$ cat src/rtl/sample_timing_controller.sv
// ---------------------------------------------------------------------------
// sample_timing_controller
//
// Generates the per-frame timing for an audio playback path. The SPI bus is
// shared by a sample flash and a multi-channel DAC. Each frame begins with a
// flash window: flash_cs is low, and sound_load pulses on the first cycle.
// Next comes the DAC window. In the DAC window, NUM_CH fixed-length slots
// each start with a DAC_load pulse. Any cycles left after the last slot form
// an idle tail, and then the frame wraps.
//
// A new period / flash window length arrives over a valid/ready handshake.
// The request is range-checked, held as pending, and applied only at a frame
// boundary (or straight away while idle). This means a frame never changes
// shape partway through.
//
// Ports
//   clk           rising-edge clock
//   rst           synchronous reset, active-low
//   enable        run request; dropping it lets the current frame finish
//   cfg_valid     new timing offered
//   cfg_period    last count value of a frame (frame = period+1 cycles)
//   cfg_flash_lt  number of flash-window cycles at the start of a frame
//   cfg_ready     high while no configuration is pending
//   cfg_err       one-cycle pulse: offered configuration was rejected
//   spi_mux       SPI mux select, mirrors flash_cs
//   flash_cs      flash chip select, active-low
//   DAC_cs        DAC chip select, active-low
//   DAC_load      one-cycle pulse on the first cycle of each DAC slot
//   dac_ch        channel index of the current DAC slot (0 outside slots)
//   sound_load    one-cycle pulse on the first cycle of each frame
// ---------------------------------------------------------------------------
module sample_timing_controller #(
  parameter int CNT_W        = 11,
  parameter int NUM_CH       = 2,
  parameter int CH_W         = 1,
  parameter int SLOT_LEN     = 16,
  parameter int DEF_PERIOD   = 1134,
  parameter int DEF_FLASH_LT = 1100
) (
  input  logic             clk,
  input  logic             rst,
  input  logic             enable,
  input  logic             cfg_valid,
  input  logic [CNT_W-1:0] cfg_period,
  input  logic [CNT_W-1:0] cfg_flash_lt,
  output logic             cfg_ready,
  output logic             cfg_err,
  output logic             spi_mux,
  output logic             flash_cs,
  output logic             DAC_cs,
  output logic             DAC_load,
  output logic [CH_W-1:0]  dac_ch,
  output logic             sound_load
);

  // The extra 4 bits let slot boundaries run past the counter range without
  // wrapping back into a small value.
  localparam int EXT_W = CNT_W + 4;
  localparam logic [EXT_W-1:0] SLOT_SPAN = EXT_W'(NUM_CH * SLOT_LEN);

  localparam logic [1:0] IDLE  = 2'd0;
  localparam logic [1:0] FLASH = 2'd1;
  localparam logic [1:0] DAC   = 2'd2;

  logic [1:0]       state;
  logic [CNT_W-1:0] count;
  logic [CNT_W-1:0] period;
  logic [CNT_W-1:0] flash_lt;
  logic             pend_valid;
  logic [CNT_W-1:0] pend_period;
  logic [CNT_W-1:0] pend_flash_lt;

  logic             running;
  logic             at_wrap;
  logic             cfg_accept;
  logic             cfg_ok;
  logic [CNT_W-1:0] count_next;
  logic [EXT_W-1:0] slot_off;

  assign cfg_ready  = ~pend_valid;
  assign cfg_accept = cfg_valid & cfg_ready;

  // A configuration is usable only if the flash window is non-empty and all
  // of the DAC slots fit inside the frame.
  assign cfg_ok = (cfg_flash_lt != '0) &&
                  (({4'd0, cfg_flash_lt} + SLOT_SPAN) <= ({4'd0, cfg_period} + EXT_W'(1)));

  assign running    = (state == FLASH) || (state == DAC);
  assign at_wrap    = running && (count == period);
  assign count_next = count + CNT_W'(1);

  always_ff @(posedge clk) begin
    if (!rst) begin
      state         <= IDLE;
      count         <= '0;
      period        <= CNT_W'(DEF_PERIOD);
      flash_lt      <= CNT_W'(DEF_FLASH_LT);
      pend_valid    <= 1'b0;
      pend_period   <= '0;
      pend_flash_lt <= '0;
      cfg_err       <= 1'b0;
    end else begin
      cfg_err <= cfg_accept & ~cfg_ok;

      // An accept can only happen while nothing is pending, so it never
      // collides with an apply on the same edge. An accept that lands on a
      // wrap cycle sees pend_valid low, so it waits for the following wrap.
      if (cfg_accept && cfg_ok) begin
        pend_valid    <= 1'b1;
        pend_period   <= cfg_period;
        pend_flash_lt <= cfg_flash_lt;
      end else if (pend_valid && ((state == IDLE) || at_wrap)) begin
        period     <= pend_period;
        flash_lt   <= pend_flash_lt;
        pend_valid <= 1'b0;
      end

      case (state)
        IDLE: begin
          count <= '0;
          if (enable) begin
            state <= FLASH;
          end
        end
        FLASH, DAC: begin
          if (at_wrap) begin
            count <= '0;
            state <= enable ? FLASH : IDLE;
          end else begin
            count <= count_next;
            state <= (count_next < flash_lt) ? FLASH : DAC;
          end
        end
        default: begin
          state <= IDLE;
          count <= '0;
        end
      endcase
    end
  end

  assign flash_cs   = (state != FLASH);
  assign DAC_cs     = (state != DAC);
  assign spi_mux    = flash_cs;
  assign sound_load = (state == FLASH) && (count == '0);

  // When in DAC state, count >= flash_lt, so the offset never goes negative.
  assign slot_off = {4'd0, count} - {4'd0, flash_lt};

  // Walk the slots from highest to lowest. Each slot whose upper bound lies
  // above the offset overwrites the result, so the lowest such slot is the
  // one left at the end. Offsets past the last slot match nothing and leave
  // dac_ch at 0.
  always_comb begin
    DAC_load = 1'b0;
    dac_ch   = '0;
    if (state == DAC) begin
      for (int k = NUM_CH - 1; k >= 0; k--) begin
        if (slot_off < EXT_W'((k + 1) * SLOT_LEN)) begin
          dac_ch   = CH_W'(k);
          DAC_load = (slot_off == EXT_W'(k * SLOT_LEN));
        end
      end
    end
  end

endmodule

$ cat config.mk
export PLATFORM = sky130hd
export DESIGN_NAME = sample_timing_controller
export DESIGN_NICKNAME = d
export VERILOG_FILES = /design/src/rtl/sample_timing_controller.sv
export SDC_FILE = /design/constraint.sdc
export NUM_CORES = 1
export LEC_CHECK = 0
export ABC_AREA = 1
export BUFFER_PORTS_ARGS = -buffer_cell sky130_fd_sc_hd__buf_2
export CAP_MARGIN = 20
export CORE_ASPECT_RATIO = 1.25
export CORE_UTILIZATION = 31
export CTS_BUF_LIST = sky130_fd_sc_hd__clkbuf_16
export DETAILED_ROUTE_END_ITERATION = 7
export PLACE_DENSITY = 0.56
export SYNTH_ARGS = -nofsm -noshare
export SYNTH_HDL_FRONTEND = slang
export SYNTH_SLANG_ARGS = --single-unit
$ cat constraint.sdc
create_clock -name clk -period 3.2 [get_ports clk]
set_clock_uncertainty 0.1 [all_clocks]
set_input_delay 0.32 -clock clk [delete_from_list [all_inputs] [get_ports clk]]
set_output_delay 0.32 -clock clk [all_outputs]
set_load 0.01 [all_outputs]
# Yosys cells after proc, flatten, opt, wreduce, memory -nomap -nowiden

Cells that the tools add are included.

Word-level logic and storage cells: 58
Register bits after elaboration: 59

Eq/ne operators: 7
$add $sub $neg: 4
Mux-type cells: 13
Reductions and logical operators: 15
Order comparisons: 4
Bitwise logic cells: 7

Operator list:

| kind                    | count |
|---|---|
| $eq A15 B5 Y1 const B   | 1 |
| $logic_not A15 Y1       | 1 |
| $lt A15 B5 Y1 const B   | 1 |
| $lt A15 B6 Y1 const B   | 1 |
| $add A11 B1 Y12 const B | 1 |
| $add A11 B6 Y12 const B | 1 |
| $le A12 B12 Y1          | 1 |
| $sub A11 B11 Y12        | 1 |
| $add A11 B1 Y11 const B | 1 |
| $eq A11 B11 Y1          | 1 |
| $logic_not A11 Y1       | 1 |
| $lt A11 B11 Y1          | 1 |
| $reduce_bool A11 Y1     | 1 |
| $mux W1                 | 9 |
| $mux W2                 | 3 |
| $logic_and A1 B1 Y1     | 5 |
| $not A1 Y1              | 5 |
| $ne A2 B2 Y1 const B    | 2 |
| $pmux W2 S2             | 1 |
| $reduce_or A3 Y1        | 1 |
| $and A1 B1 Y1           | 2 |
| $eq A2 B1 Y1 const B    | 1 |
| $eq A2 B2 Y1 const B    | 1 |
| $logic_not A2 Y1        | 1 |
| 5 further kinds         | 6 |

# Logic depth before layout (Yosys ltp)

Depth in word-level cells: 7
Depth in mapped cells: 19

# Worst setup path before layout

Ideal clock, no wire load.

Path type: input -> register
From: input cfg_period[0]
To: register pend_flash_lt[3]
Buffers on the path: 1
Cell stages on the path: 19
Arrival: 2.363 ns
Data required time: 2.987 ns
Path slack: 0.624 ns
Library setup time: 0.113 ns
Cells stage by stage: ha_1 nand2_1 nor2_1 nand3_1 nor2_1 nand4_1 xnor2_1 inv_1 ha_1 nand2_1 nor3_2 nand2_1 nand3_1 nand2_1 nand3_2 buf_2 nand2_1 nand2_1 nor2_1

Longest elaborated chain between the ends: 4

Ends and longest elaborated chain:

| what                 | line | RTL |
|---|---|---|
| from (decl)          | 44   | `input logic [CNT_W-1:0] cfg_period,` |
| $add A11 B1 Y12      | 86   | `(({4'd0, cfg_flash_lt} + SLOT_SPAN) <= ({4'd0, cfg_period} + EXT_W'(1)));` |
| $le A12 B12 Y1       | 86   |  |
| $logic_and A1 B1 Y1  | 85   | `assign cfg_ok = (cfg_flash_lt != '0) &&` |
| $logic_and A1 B1 Y1  | 108  | `if (cfg_accept && cfg_ok) begin` |
| to (signal assigned) | 111  | `pend_flash_lt <= cfg_flash_lt;` |
| to (decl)            | 71   | `logic [CNT_W-1:0] pend_flash_lt;` |

No other way between the ends.
A chain may end at the register's enable or synchronous reset.

# Worst setup path after layout

From: register count[0]
To: output DAC_load

Longest elaborated chain between the ends: 5
Elaborated cells on any way between the ends: 8
Classes of those cells: add/sub: 1; order compare: 2; eq/ne: 1; mux: 3; reduce/logical: 1

Ends and longest elaborated chain:

| what                                           | line     | RTL |
|---|---|---|
| from (decl)                                    | 66       | `logic [CNT_W-1:0] count;` |
| from (signal assigned)                         | 130      | `count <= count_next;` |
| $sub A11 B11 Y12 (*)                           | 148      | `assign slot_off = {4'd0, count} - {4'd0, flash_lt};` |
| $lt A15 B6 Y1 or $eq A15 B5 Y1 (tied branches) | 159, 161 |  |
| $mux W1                                        | 159      | `if (slot_off < EXT_W'((k + 1) * SLOT_LEN)) begin` |
| $mux W1 (*)                                    | 159      |  |
| $mux W1 (*)                                    | 157      | `if (state == DAC) begin` |
| to (decl)                                      | 51       | `output logic DAC_load,` |

Mark *: on every way between the ends. The rest lies on a longest branch, timed or not.

==> results.sh <==
export IMPL_core_area_um2=13300
export IMPL_whs_ns=0.150
export IMPL_die_x_um=106
export IMPL_initial_core_util_pct=31.8
export IMPL_synthCells=655
export IMPL_utilization_pct=36.5
export IMPL_cts_hold_buf=0
export IMPL_ys_ff_latch=59
export IMPL_layout_commonest_cell="nand2_1"
export IMPL_final_cell_mix="nand2_1, inv_1, nor2_1"
export IMPL_cts_max_level=3
export IMPL_grt_max_degree=34
export IMPL_leakagePower_uw=0.00246
export IMPL_relSlewSlack_pct=61.1
export IMPL_rr_worst_depth=17
export IMPL_p_int_uw=1520
export IMPL_clk_pin_slew_ns=0.05
export IMPL_synth_cell_type_count=32
export IMPL_finalHoldViolations=0
export IMPL_r2r_slack_ns=0.50
export IMPL_synth_warnings=0
export IMPL_crit_fanout=5
export IMPL_pin_count=34
export IMPL_worstHoldPathType="in -> reg"
export IMPL_crit_end="DAC_load"
export IMPL_setup_violations_final=0
export IMPL_hpwl_um=8430
export IMPL_vdd_ir_drop_worst_mv=0.260
export IMPL_antenna_found_initial=0
export IMPL_syn_to_final_growth_pct=15.0
export IMPL_tns_ns=0
export IMPL_dp_slack_ns=0.278
export IMPL_p_sw_share_pct=28.2
export IMPL_syn_avg_cell_area_um2=6.45
export IMPL_num_vias=3915
export IMPL_cts_tree="done"
export IMPL_worstReg2RegEnd="state[0]"
export IMPL_pwr_share_comb_pct=18.9
export IMPL_setup_ws_ns=0.253
export IMPL_wl_per_cell_um=11.9
export IMPL_max_slew_worst_pin_slew_ns=0.581
export IMPL_clk_latency_ns=0.33
export IMPL_final_area_um2=4850
export IMPL_power_share_clock_pct=42.5
export IMPL_worstReg2RegStart="count[0]"
export IMPL_outcome="finished, final reports clean"
export IMPL_avgViaCountPerCell=4.54
export IMPL_grt_pass1_wl_um=17800
export IMPL_crit_type="reg -> out"
export IMPL_cts_buffers=9
export IMPL_fill_cells=1520
export IMPL_pwr_share_seq_pct=38.7
export IMPL_grt_pass1_vias=3831
export IMPL_syn_nets=724
export IMPL_fmax_ghz=0.339
export IMPL_grt_usage_pct=16.0
export IMPL_num_rows=47
export IMPL_placed_cell_area_um2=4570
export IMPL_fin_crit_ns=2.95
export IMPL_p_per_area_nw_per_um2=437
export IMPL_portBuffers=33
export IMPL_drcViolationCount=0
export IMPL_diodes=0
export IMPL_cp_required_ns=2.78
export IMPL_root_buffer="clkbuf_16"
export IMPL_arrival_ns=2.53
export IMPL_syn_area_um2=4220
export IMPL_maxSlewViolCount=0
export IMPL_place_congestion=0.821
export IMPL_cts_max_path_buffers=2
export IMPL_cp_end_kind="output port"
export IMPL_p_switching_uw=599
export IMPL_drive_gt1_share_pct=9.68
export IMPL_cap_violations=0
export IMPL_crit_start="count[0]"
export IMPL_ys_seq_area_share_pct=28.0
export IMPL_grt_ovfl_total=0
export IMPL_drt_total_wl_um=10300
export IMPL_die_area_um2=14100
export IMPL_fp_dieH_um=132
export IMPL_finish_net_count=757
export IMPL_rsz0062_at_grt="false"
export IMPL_timing_final_crit_share_pct=92.1
export IMPL_firstDrtPassIters=4
export IMPL_crit_path_start_kind="flop"
export IMPL_numClockSinks=59
export IMPL_ant_nets=0
export IMPL_initialDrtViolationCount=175
layout make-up:
type / instances / area (um2) / area share (%)
timing repair buffer: 40 / 230 / 4.74
sequential: 59 / 1180 / 24.4
inverter: 104 / 390 / 8.04
clock buffer: 9 / 225 / 4.64
clock inverter: 6 / 50.0 / 1.03
multi-input combinational: 474 / 2560 / 52.8
tap: 171 / 214 / 4.41
cell usage after synthesis (all sizes together):
cell type | number | area share [%]
clkbuf | 6 | 0.53
xor2 | 13 | 2.7
nor3b | 1 | 0.18
nand2 | 169 | 15
xnor2 | 9 | 1.9
ha | 42 | 12
nand3b | 3 | 0.53
dfxtp | 59 | 28
nand4 | 27 | 4.0
inv | 104 | 9.2
a21oi | 32 | 4.0
o2111ai | 1 | 0.21
nor2 | 97 | 8.7
o21ai | 20 | 2.4
nand3 | 36 | 4.4
nor4 | 2 | 0.30
buf | 12 | 1.7
or2 | 1 | 0.15
nor3 | 9 | 1.2
fa | 1 | 0.47
a211oi | 1 | 0.18
o211ai | 10 | 1.8
worst max-delay path, cell delays in order, from the launching register on:
cell,delay [ns]
dfxtp_2,0.36
inv_1,0.10
ha_1,0.24
fa_1,0.44
inv_1,0.14
nand2_1,0.06
a21oi_1,0.14
nand3_1,0.13
inv_1,0.07
nand3_1,0.07
nor2_1,0.11
nand3_1,0.07
nand2_1,0.06
inv_1,0.03
nor2_1,0.06
buf_2,0.13
registers in the layout, indices dropped and copies added, names as in the netlist:
register	cells
period	11
state	2
pend_period	11
pend_flash_lt	11
cfg_err	1
pend_valid	1
count	11
flash_lt	11
kinds of logic after synthesis:
kind of cell	synth area share [%]
buffers and inverters	11.4
and+or+nand+nor	34.6
DFF	28.0
AOI/OAI and AO/OA	8.50
xor gates and xnor gates	4.56
adders and majority gates	12.9
power groups by stage:
stage | Combinational (uW) | Sequential, uW | Clock [uW]
floorplan | 293 | 825 | 0
global route | 464 | 827 | 956
global placement | 401 | 833 | 0
finish | 400 | 820 | 900
CTS | 405 | 820 | 922
detailed placement | 403 | 835 | 0
layer usage:
layer	share of wire [%]	vias up	track usage [%]
li1	-	2149	-
met1	44	1698	18.6
met2	51	53	29.1
met3	2.7	15	2.56
met4	1.8	0	5.63
met5	0	-	0
worst min-delay path by stage:
stage	start	end	slack, ns	cells after the start
after floorplan	pend_flash_lt[9]	pend_flash_lt[9]	0.34	2
after global placement	pend_flash_lt[5]	pend_flash_lt[5]	0.35	2
after detailed placement	pend_period[7]	pend_period[7]	0.35	2
after CTS	cfg_valid	cfg_err	0.14	3
after global routing	cfg_valid	cfg_err	0.16	3
final	cfg_valid	cfg_err	0.15	3
per-stage QoR:
step / total power (uW) / instances
finish: 2120 / 863
global placement: 1230 / 848
global route: 2250 / 863
CTS: 2150 / 863
floorplan: 1120 / 655
detailed placement: 1240 / 848
repair_timing:
| action | 4_1_cts | 5_1_grt |
|---|---|---|
| endpoints found under the setup margin | 0 | 1 |
| gates resized for setup | 0 | 2 |
| hold endpoints to repair | 0 | 0 |
| buffers inserted | 0 | 0 |
Power figures use the tool's default switching activity.
